**src/rtl/regfile_wb_arbiter.sv**
```systemverilog
// regfile_wb_arbiter: round-robin arbiter for the regfile write port,
// a one-cycle writeback stage and a per-register pending scoreboard.
// Ports: a_*/b_* valid/ready requesters; we3/a3/wd3 regfile write port;
// issue_* sets pending bits; rs1/rs2 -> stall_rs1/stall_rs2; sb_err sticky.
module regfile_wb_arbiter #(
  parameter int DATA_W   = 32,
  parameter int ADDR_W   = 5,
  parameter int FIX_PRIO = 0
) (
  input  logic              clk,
  input  logic              rst,
  input  logic              a_valid,
  output logic              a_ready,
  input  logic [ADDR_W-1:0] a_rd,
  input  logic [DATA_W-1:0] a_data,
  input  logic              b_valid,
  output logic              b_ready,
  input  logic [ADDR_W-1:0] b_rd,
  input  logic [DATA_W-1:0] b_data,
  output logic              we3,
  output logic [ADDR_W-1:0] a3,
  output logic [DATA_W-1:0] wd3,
  input  logic              issue_valid,
  input  logic [ADDR_W-1:0] issue_rd,
  input  logic [ADDR_W-1:0] rs1,
  input  logic [ADDR_W-1:0] rs2,
  output logic              stall_rs1,
  output logic              stall_rs2,
  output logic              sb_err
);

  localparam int NREG = 1 << ADDR_W;

  typedef enum logic {
    PRIO_A = 1'b0,
    PRIO_B = 1'b1
  } prio_e;

  prio_e           r_prio;
  prio_e           w_prio_nxt;
  logic            w_acc_a;
  logic            w_acc_b;
  logic [NREG-1:0] r_pend;
  logic [NREG-1:0] w_pend_nxt;
  logic            w_err_set;

  always_comb begin
    a_ready = !b_valid ||
              (r_prio == PRIO_A && FIX_PRIO == 0);
    b_ready = !a_valid ||
              r_prio == PRIO_B ||
              FIX_PRIO == 1;
    w_acc_a = a_valid && a_ready;
    w_acc_b = b_valid && b_ready;
  end

  // The loser of an accept gets priority next time.
  always_comb begin
    w_prio_nxt = r_prio;
    if (w_acc_a)
      w_prio_nxt = PRIO_B;
    else if (w_acc_b)
      w_prio_nxt = PRIO_A;
  end

  always_ff @(posedge clk or negedge rst) begin
    if (!rst)
      r_prio <= PRIO_A;
    else
      r_prio <= w_prio_nxt;
  end

  // x0 writes are consumed but never reach the regfile.
  always_ff @(posedge clk or negedge rst) begin
    if (!rst) begin
      we3 <= 1'b0;
      a3  <= '0;
      wd3 <= '0;
    end else if (w_acc_a) begin
      we3 <= (a_rd != '0);
      a3  <= a_rd;
      wd3 <= a_data;
    end else if (w_acc_b) begin
      we3 <= (b_rd != '0);
      a3  <= b_rd;
      wd3 <= b_data;
    end else begin
      we3 <= 1'b0;
    end
  end

  // Set after clear: a same-cycle issue means a newer
  // producer is still outstanding.
  always_comb begin
    w_pend_nxt = r_pend;
    if (we3)
      w_pend_nxt[a3] = 1'b0;
    if (issue_valid)
      w_pend_nxt[issue_rd] = 1'b1;
    w_pend_nxt[0] = 1'b0;
  end

  always_comb begin
    w_err_set = we3 && (a3 != '0) &&
                !r_pend[a3] &&
                !(issue_valid && issue_rd == a3);
  end

  always_ff @(posedge clk or negedge rst) begin
    if (!rst) begin
      r_pend <= '0;
      sb_err <= 1'b0;
    end else begin
      r_pend <= w_pend_nxt;
      if (w_err_set)
        sb_err <= 1'b1;
    end
  end

  // No bypass: stall holds through the commit cycle.
  always_comb begin
    stall_rs1 = r_pend[rs1];
    stall_rs2 = r_pend[rs2];
  end

endmodule

```
**config.mk**
```make
export PLATFORM = sky130hd
export DESIGN_NAME = regfile_wb_arbiter
export DESIGN_NICKNAME = d
export VERILOG_FILES = /design/src/rtl/regfile_wb_arbiter.sv
export SDC_FILE = /design/constraint.sdc
export NUM_CORES = 1
export LEC_CHECK = 0
export CORE_MARGIN = 3
export CORE_UTILIZATION = 43
export CTS_BUF_LIST = sky130_fd_sc_hd__clkbuf_4 sky130_fd_sc_hd__clkbuf_8
export DETAILED_ROUTE_END_ITERATION = 8
export PLACE_DENSITY = 0.82
export SLEW_MARGIN = 25
export SYNTH_ARGS = -nofsm -noshare
export SYNTH_HDL_FRONTEND = slang
export SYNTH_SLANG_ARGS = --single-unit
```
**constraint.sdc**
```tcl
create_clock -name clk -period 2.15 [get_ports clk]
set_input_delay 0.43 -clock clk [delete_from_list [all_inputs] [get_ports clk]]
set_output_delay 0.43 -clock clk [all_outputs]
set_load 0.05 [all_outputs]
```
==> impl_metrics.csv <==
group,metric,value,unit
run_status,status,"complete, but fails checks",
run_status,violations,"setup timing",
die,die_w,103,um
die,die_height,103,um
power_and_ir_drop,p_clk_share,20.8,%
yosys,seq_area_frac_synth,44.3,%
sta,timing.final.crit_share,118,%
routing,post_drt_wl_per_cell,19.0,um
die,rows,34,
setup_path,path_cells,"mux4_2, mux4_2, o22a_4, buf_6",
global_route,grt_overflow,0,
power_and_ir_drop,p_leak,2.35,nW
yosys,ys_types,39,
routing,drt-total-wl,12.1,mm
setup_path,cp.required,1.72,ns
placement,port_buffers,136,
yosys,synthCells,379,
power_and_ir_drop,power_switching,1.87,mW
setup_path,critPathMaxStageDelay,0.51,ns
setup_path,slowest_stage,"mux4_2",
routing,dr.pass1.iters,5,
routing,vias,3755,
setup_path,critical_path.most_common_cell,"mux4_2",
power_and_ir_drop,swShare,36.7,%
sta,postLayoutSetupSlackWorst,-0.379,ns
finish,area_growth,44.9,%
setup_path,endpoint_kind,"output port",
sta,rsz0062_at_grt,"true",
routing,drtIter0Drc,305,
sta,hold_viol,0,
placement,dpl.hpwl,9.19,mm
sta,finalMaxSlewViolations,0,
setup_path,critPathKind,"reg2out",
clock_tree,cts_sinks,71,
die,io_pins,137,
setup_path,crit_path_max_fanout,3,
power_and_ir_drop,p_comb_share,38.6,%
power_and_ir_drop,powerDensity,878,mW/mm^2
clock_tree,cts-root-buf,"clkbuf_8",
global_route,antenna_found_initial,0,
sta,fin_hold_ws,0.446,ns
sta,tightestPinTransition,0.593,ns
power_and_ir_drop,vdd_ir_drop_max,0.000379,V
yosys,yosysWarnings,0,
sta,min_period,2.53,ns
routing,drtAntennaViolNets,0,
setup_path,rrSetupSlack,0.20,ns
die,start_util,45.1,%
worst_hold_path,hp-class,"in2async",
placement,routabilityCongestion,0.902,
power_and_ir_drop,p_seq_share,40.6,%
sta,final.setup.tns,-0.724,ns
finish,final.fill_count,661,
die,coreArea,0.00889,mm^2
setup_path,worstSetupStartpointType,"flop",
finish,drive_gt1_share,14.1,%
clock_tree,h-tree-depth,3,
job,cap_violations,0,
finish,layout.nets,620,
yosys,syn_nets,473,
clock_tree,cts_max_path_buffers,2,
routing,via_per_inst,5.88,
sta,skew,0.0130,ns
yosys,netlist_area,0.00401,mm^2
global_route,grt_pass1_wl,19.4,mm
sta,setup_viol,2,
clock_tree,cts_buffers,9,
global_route,grt.total_usage,24.3,%
yosys,ys_ff_latch,71,
finish,diodes,0,
global_route,grt_max_degree,66,
clock_tree,tritoncts,"built",
die,die-area,0.0105,mm^2
clock_tree,clk_latency,0.35,ns
sta,relSlewSlack,60.5,%
global_route,grt_pass1_vias,3895,
power_and_ir_drop,p_int,3.23,mW
routing,drc,0,
sta,max_freq,395,MHz
yosys,avgSynthCellArea,10.6,um^2
clock_tree,path_clk_slew,0.08,ns
setup_path,worstPathArrival,2.10,ns
power groups by stage:
stage | Sequential, mW | Combinational, mW | Clock (mW)
after floorplan | 2.19 | 0.980 | 0
after global placement | 2.07 | 1.83 | 0
after detailed placement | 2.08 | 1.89 | 0
after CTS | 2.05 | 1.96 | 1.07
after global routing | 2.11 | 2.12 | 1.14
final | 2.07 | 1.97 | 1.06
kinds of logic (layout without fill, tap and decap cells):
family | after synthesis | in the layout | share of synthesized area (%)
mux | 68 | 68 | 24.9
flops | 71 | 71 | 44.3
xor+xnor | 5 | 5 | 1.09
compound gates | 118 | 118 | 15.7
simple gates | 84 | 84 | 10.2
buf+inv | 33 | 185 | 3.69
critical path, delay by kind of cell (launching register included):
kind                   cells  cell delay, ns
DFF                        1            0.42
AOI/OAI and AO/OA          1            0.20
muxes                      2            0.98
buffers and inverters      1            0.15
cell usage in the layout (no fill, tap or decap), types with 4 or more instances in the layout:
cell type        count
mux4_1               8
a21oi_1             36
clkbuf_8             9
nor2_1              42
clkdlybuf4s50_1    121
nand3_1              7
mux2i_1             45
mux4_2              13
o21ai_0             68
dfrtp_1             71
nand3b_1             7
inv_1                7
buf_4               27
nand2_1              8
xor2_1               4
buf_12               5
cell type report:
| type | count | area, um^2 | area share [%] |
|---|---|---|---|
| Sequential cell | 71 | 1780 | 30.6 |
| Inverter | 7 | 26.3 | 0.452 |
| Clock inverter | 6 | 61.3 | 1.06 |
| Clock buffer | 10 | 131 | 2.26 |
| Tap cell | 108 | 135 | 2.33 |
| Timing Repair Buffer | 162 | 1600 | 27.5 |
| Multi-Input combinational cell | 275 | 2080 | 35.8 |
synth_stat cells:
library cell,n,area share [%]
nand2_1,8,0.75
dfrtp_1,71,44
a211oi_1,1,0.19
inv_1,7,0.66
a41oi_1,1,0.22
xnor2_1,1,0.22
nor2_1,42,3.9
a31oi_1,3,0.47
o31ai_1,1,0.19
clkbuf_1,16,1.5
o31a_1,1,0.22
or2_2,1,0.16
or3b_2,3,0.66
or4_1,2,0.37
a32oi_1,1,0.22
mux4_2,7,3.9
nor2b_1,3,0.47
a21oi_1,36,4.5
mux2_2,2,0.56
nor3b_1,1,0.19
nand2b_1,3,0.47
mux2i_1,45,11
buf_2,7,0.87
or3_1,2,0.31
o21ai_0,68,8.5
and3_1,1,0.16
o22ai_1,2,0.31
o22a_1,2,0.44
xor2_1,4,0.87
mux4_1,14,9.2
nor3_1,1,0.12
and2_1,1,0.16
buf_1,1,0.094
buf_6,2,0.56
o311ai_0,1,0.22
nor4_1,2,0.31
nand3b_1,7,1.3
nand3_1,7,0.87
a41o_1,1,0.25
through the flow:
step	worst slack [ns]	power (mW)	instance area, um^2	utilization [%]	std cells
floorplan	-0.0328	3.17	4020	-	379
global placement	-0.717	3.90	5570	62.7	618
detailed placement	-0.778	3.98	5570	62.7	618
CTS	-0.391	5.07	5800	65.2	638
global route	-0.436	5.37	5810	65.3	639
finish	-0.379	5.10	5810	65.3	639
sequential cells by signal, indices dropped and copies added (netlist names):
name	count
r_pend	31
a3	5
sb_err	1
we3	1
wd3	32
r_prio	1
routing by layer:
layer  vias to the layer above  part of all wire (%)  wire, um  global-route usage [%]
met5                         -                     0         0                       0
met4                         0                   2.3       280                    9.99
met3                        32                    11      1320                    6.83
met2                       244                    50      6080                    39.9
met1                      1780                    37      4440                    30.2
li1                       1699                     -         -                       -
path summary, 6_finish.rpt:
path | start | cells past startpoint | endpoint
setup / recovery | r_pend[24] | 4 | stall_rs1
hold / removal | rst | 2 | wd3[13]
hold reg to reg | sb_err | 1 | sb_err
min in group clk | sb_err | 1 | sb_err
max in group asynchronous | rst | 3 | wd3[4]
setup reg to reg | a3[0] | 4 | sb_err
timing repair:
item	4_1_cts	5_1_grt
buffers inserted	3	1
gates resized for setup	12	1
gates cloned	0	0
hold endpoints to repair	6	0
hold buffers	1	0
endpoints found under the setup margin	2	3
(Power assumes the default switching activity.)
==> variant 1, RTL diff (same flow settings) <==
Register the output `sb_err` once more; this adds one clock of latency there. The other outputs are not delayed to match.
--- a/src/rtl/regfile_wb_arbiter.sv
+++ b/src/rtl/regfile_wb_arbiter.sv
@@ -36,4 +36,6 @@
     PRIO_B = 1'b1
   } prio_e;
+
+  logic sb_err_s0;
 
   prio_e           r_prio;
@@ -110,9 +112,9 @@
     if (!rst) begin
       r_pend <= '0;
-      sb_err <= 1'b0;
+      sb_err_s0 <= 1'b0;
     end else begin
       r_pend <= w_pend_nxt;
       if (w_err_set)
-        sb_err <= 1'b1;
+        sb_err_s0 <= 1'b1;
     end
   end
@@ -124,4 +126,8 @@
   end
 
+  always_ff @(posedge clk) begin
+    sb_err <= sb_err_s0;
+  end
+
 endmodule
 
Formal check against the unedited RTL: not equivalent (a bounded check fails within 4 cycles, from zero or initial values and one cycle with rst low).
==> variant 1 against the original RTL <==
The run still ends with setup timing left; critical path depth unchanged; power up 7.0%; first-iteration DRC count down 15%; sequential cell count up 1; worst setup slack better by 0.011 ns; wire length up 4.5%; clock skew down 0.00060 ns; sequential power up 3%; area after synthesis up 0.50%; via count up 0.64%; cell area up 2.1%; non-clock buffer count up 3; critical path type unchanged; critical endpoint is now stall_rs2.
==> variant 1: results (changes against the original RTL) <==
final wirelength 12670 um (+4.5%); fin nets 624 (+0.65%); Worst VDD drop 0.4745 mV (+25%); CP peak stage delay 0.49 ns (-0.02 ns); total negative slack -0.7262 ns (-0.002700 ns); FILL cells 653 (-1.2%); Synth Net Count 474 (+0.21%); fraction of area in multi-input gates 0.3506 (-0.007253); Seq/total area 0.3031 (-0.002823); CTS resizes 11 (-1); register area 1797 sq um (+1.1%); xor and xnor area share after synthesis 0.01088 (-0.00005435); Gate Count Post-Synth 380 (+0.26%); share of layout cells above drive strength 1 0.1458 (+0.004551); top post-synthesis cells by area dfrtp_1 (44%), mux2i_1 (11%), mux4_1 (9.1%), o21ai_0 (8.5%), a21oi_1 (4.5%); Seq cells post-synth 72 (+1.4%); global placer's final weighted congestion 0.9730 (+7.9%); status finished, violations left; non-filler instance count after layout 643 (+0.63%); mux share of post-synthesis cell area 0.2480 (-0.001239); # setup viols final 2 (unchanged); compound-gate portion of the synthesized area 0.1563 (-0.0007811); Clk pwr share 0.248 (+0.040); via-per-instance ratio 5.877 (about the same); dpl ws -0.8040 ns (-0.02573 ns); initial DRC count 259 (-15%); failing checks setup timing; global-route wire length before repair 19910 um (+2.6%); clk pwr 1.35 mW (+27%); clock-cell share of area 0.04285 (+0.009672); non-clk buf share 0.2761 (+0.0009686); Final WS setup -0.3682 ns (+0.01082 ns); leak pwr 2.407 nW (+2.4%)
-- variant 1: cell count changes in the layout (fill, tap and decap cells not counted), sizes merged --
| cell | change |
|---|---|
| buf | +3 |
| clkinv | -3 |
| bufinv | +2 |
| clkbuf | +1 |
| dfxtp | +1 |
-- variant 1: worst paths after layout --
| kind | cells past startpoint | endpoint | startpoint | slack [ns] |
|---|---|---|---|---|
| max in group asynchronous | 3 | r_pend[31] | rst | 1.12 |
| min in group asynchronous | 2 | wd3[9] | rst | 0.47 |
| max reg2reg | 4 | sb_err_s0 | a3[0] | 0.23 |
| min reg2reg | 0 | sb_err | sb_err_s0 | 0.42 |
| max | 4 | stall_rs2 | r_pend[26] | -0.37 |
| min | 0 | sb_err | sb_err_s0 | 0.42 |
-- variant 1: metal layers --
metal | GRT usage | up-vias | part of all wire
met5 | 0 | - | 0
met4 | 0.1145 | 0 | 0.031
li1 | - | 1715 | -
met3 | 0.07848 | 45 | 0.11
met2 | 0.4181 | 247 | 0.51
met1 | 0.2885 | 1772 | 0.35
==> variant 2, RTL diff (config.mk and constraints unchanged) <==
Without the edit above. Set the parameter `DATA_W` to 64 (it was 32).
--- a/src/rtl/regfile_wb_arbiter.sv
+++ b/src/rtl/regfile_wb_arbiter.sv
@@ -4,5 +4,5 @@
 // issue_* sets pending bits; rs1/rs2 -> stall_rs1/stall_rs2; sb_err sticky.
 module regfile_wb_arbiter #(
-  parameter int DATA_W   = 32,
+  parameter int DATA_W   = 64,
   parameter int ADDR_W   = 5,
   parameter int FIX_PRIO = 0
Ports: changed (resized a_data, b_data and wd3); port bits go from 137 to 233. No check against the original RTL was run, so the function may have changed too.
==> variant 2 against the original RTL <==
Area after synthesis rose by 32%; worst setup slack got worse by 0.12 ns; cell area rose by 44%; die area rose by 30%; the run still ends with setup timing left; wire length rose by 55%; power rose by 39%; hold slack got worse by 0.44 ns; sequential cell count rose by 32; synthesized cell count rose by 55%; combinational power rose by 57%; register-to-register slack got worse by 0.05 ns.
==> variant 2: results (changes against the original RTL) <==
status finished, violations left; failing checks setup timing; Worst EP arrival 2.22 ns (+0.12 ns); synth unique cells 33 (-15%); met3 GRT Util 0.07661 (+0.008271); hold slack 0.008181 ns (-0.4374 ns); met2 Use GR 0.4782 (+0.07899); Worst VDD drop 0.3848 mV (+1.6%); global placer's final weighted congestion 1.001 (+11%); r2r setup slk 0.15 ns (-0.05 ns); synth cell count leaders nand2_1 (147), dfrtp_1 (103), nor2_1 (74), o21ai_0 (70), a31oi_1 (67); Post-synth ARST share 1.000 (unchanged); CTS max path bufs 2 (unchanged); sequential area share after synthesis 0.4865 (+0.04306); worst hold path class primary input to asynchronous set/reset pin; initial antenna violation count 0 (unchanged); fin nets 988 (+59%); Synth Net Count 744 (+57%); CP max FO 3 (unchanged); grt met1 use 0.3340 (+0.03224); H-tree levels 3 (unchanged); DRT Pass-1 Iters 6 (+1); Num CTS Buffers 9 (unchanged); Worst-Margin Slew 0.6734 ns (+0.08043 ns); Root Driver clkbuf_8; PortBufs 232 (+71%); largest net degree at the start of global routing 63 (-4.5%); r2r startpoint a3[4]; Regs by FF count wd3 x64, r_pend x31, a3 x5; global-route wire length before repair 28900 um (+49%); area leader, netlist dfrtp_1; via-per-instance ratio 5.740 (-2.3%); GRT Total Usage 0.2782 (+0.03561); FF-to-FF End sb_err; initial DRC count 467 (+53%); ANT cells 0 (unchanged); Clock Latency Late Sink 0.39 ns (+0.04 ns); Synthesis Warnings 0 (unchanged); clk_skew 0.01058 ns (-0.002415 ns); share of layout cells above drive strength 1 0.1293 (-0.01190); # setup viols final 2 (unchanged); Placed Area 8044 sq um (+44%); vias in the first global route 5643 (+45%); Reg clk slew, reported paths 0.10 ns (+0.02 ns); CP Launch Point r_pend[7]; wire length per cell 19.25 um (+1.5%); top post-synthesis cells by area dfrtp_1 (49%), nand2_1 (10%), mux4_2 (9.4%), a31oi_1 (7.9%), o21ai_0 (6.6%); post-DP HPWL 14460 um (+57%); CP Capture Point stall_rs2; Worst Reg2Reg Path Length in Cells 4 (unchanged); leak pwr 3.443 nW (+46%); Final WS setup -0.4982 ns (-0.1192 ns)
## variant 2: cell types whose count changed in the layout (fill, tap and decap cells not counted), sizes merged, moves of 19 or more
cell and change:
nand2 +139, clkdlybuf4s50 +96, a31oi +64, mux2i -40, a21oi -35, dfrtp +32
nor2 +32, buf +19
## variant 2: timing repair
item,4_1_cts,5_1_grt
cloned,2,0
setup endpoints to repair,2,3
gates resized for setup,17,1
buffers inserted,3,0
## variant 2: final cells by class
type / instances / area, sq um
inverter: 2 / 7.507
fill: 837 / 3362
timing repair buffer: 277 / 2825
clock buffer: 13 / 160.2
sequential: 103 / 2577
tap: 143 / 178.9
clock inverter: 3 / 42.54
multi-input combinational: 437 / 2557
## variant 2: cells by family after synthesis
kind of cell	count (synthesis)	synth area share
muxes	32	0.1136
buffers and inverters	46	0.03330
and+or+nand+nor	254	0.2000
AOI/OAI and AO/OA	146	0.1582
xor gates and xnor gates	5	0.008266
DFF	103	0.4865
## variant 2: power by group
part	internal (mW)	switching, mW
Combinational	1.48	1.61
Sequential	2.36	0.380
Clock	0.608	0.651
## variant 2: critical path, cell delays in order, from the launching register on
cell	delay, ns
dfrtp_1	0.43
mux4_2	0.48
mux4_2	0.47
mux2_4	0.29
buf_8	0.15
## variant 2: per-stage QoR
stage          TNS, ns  std cells  setup slack, ns
2_1_floorplan  -0.2288        586          -0.1144
5_1_grt         -1.067        978          -0.5341
4_1_cts        -0.9718        978          -0.4882
3_5_place_dp    -1.634        957          -0.8187
3_3_place_gp    -1.580        957          -0.7912
6_report       -0.9855        978          -0.4982
## variant 2: routing by layer
| layer | up-vias | wire, um |
|---|---|---|
| li1 | 2545 | - |
| met1 | 2659 | 6875 |
| met2 | 349 | 9649 |
| met3 | 61 | 1612 |
| met4 | 0 | 687 |
| met5 | - | 0 |
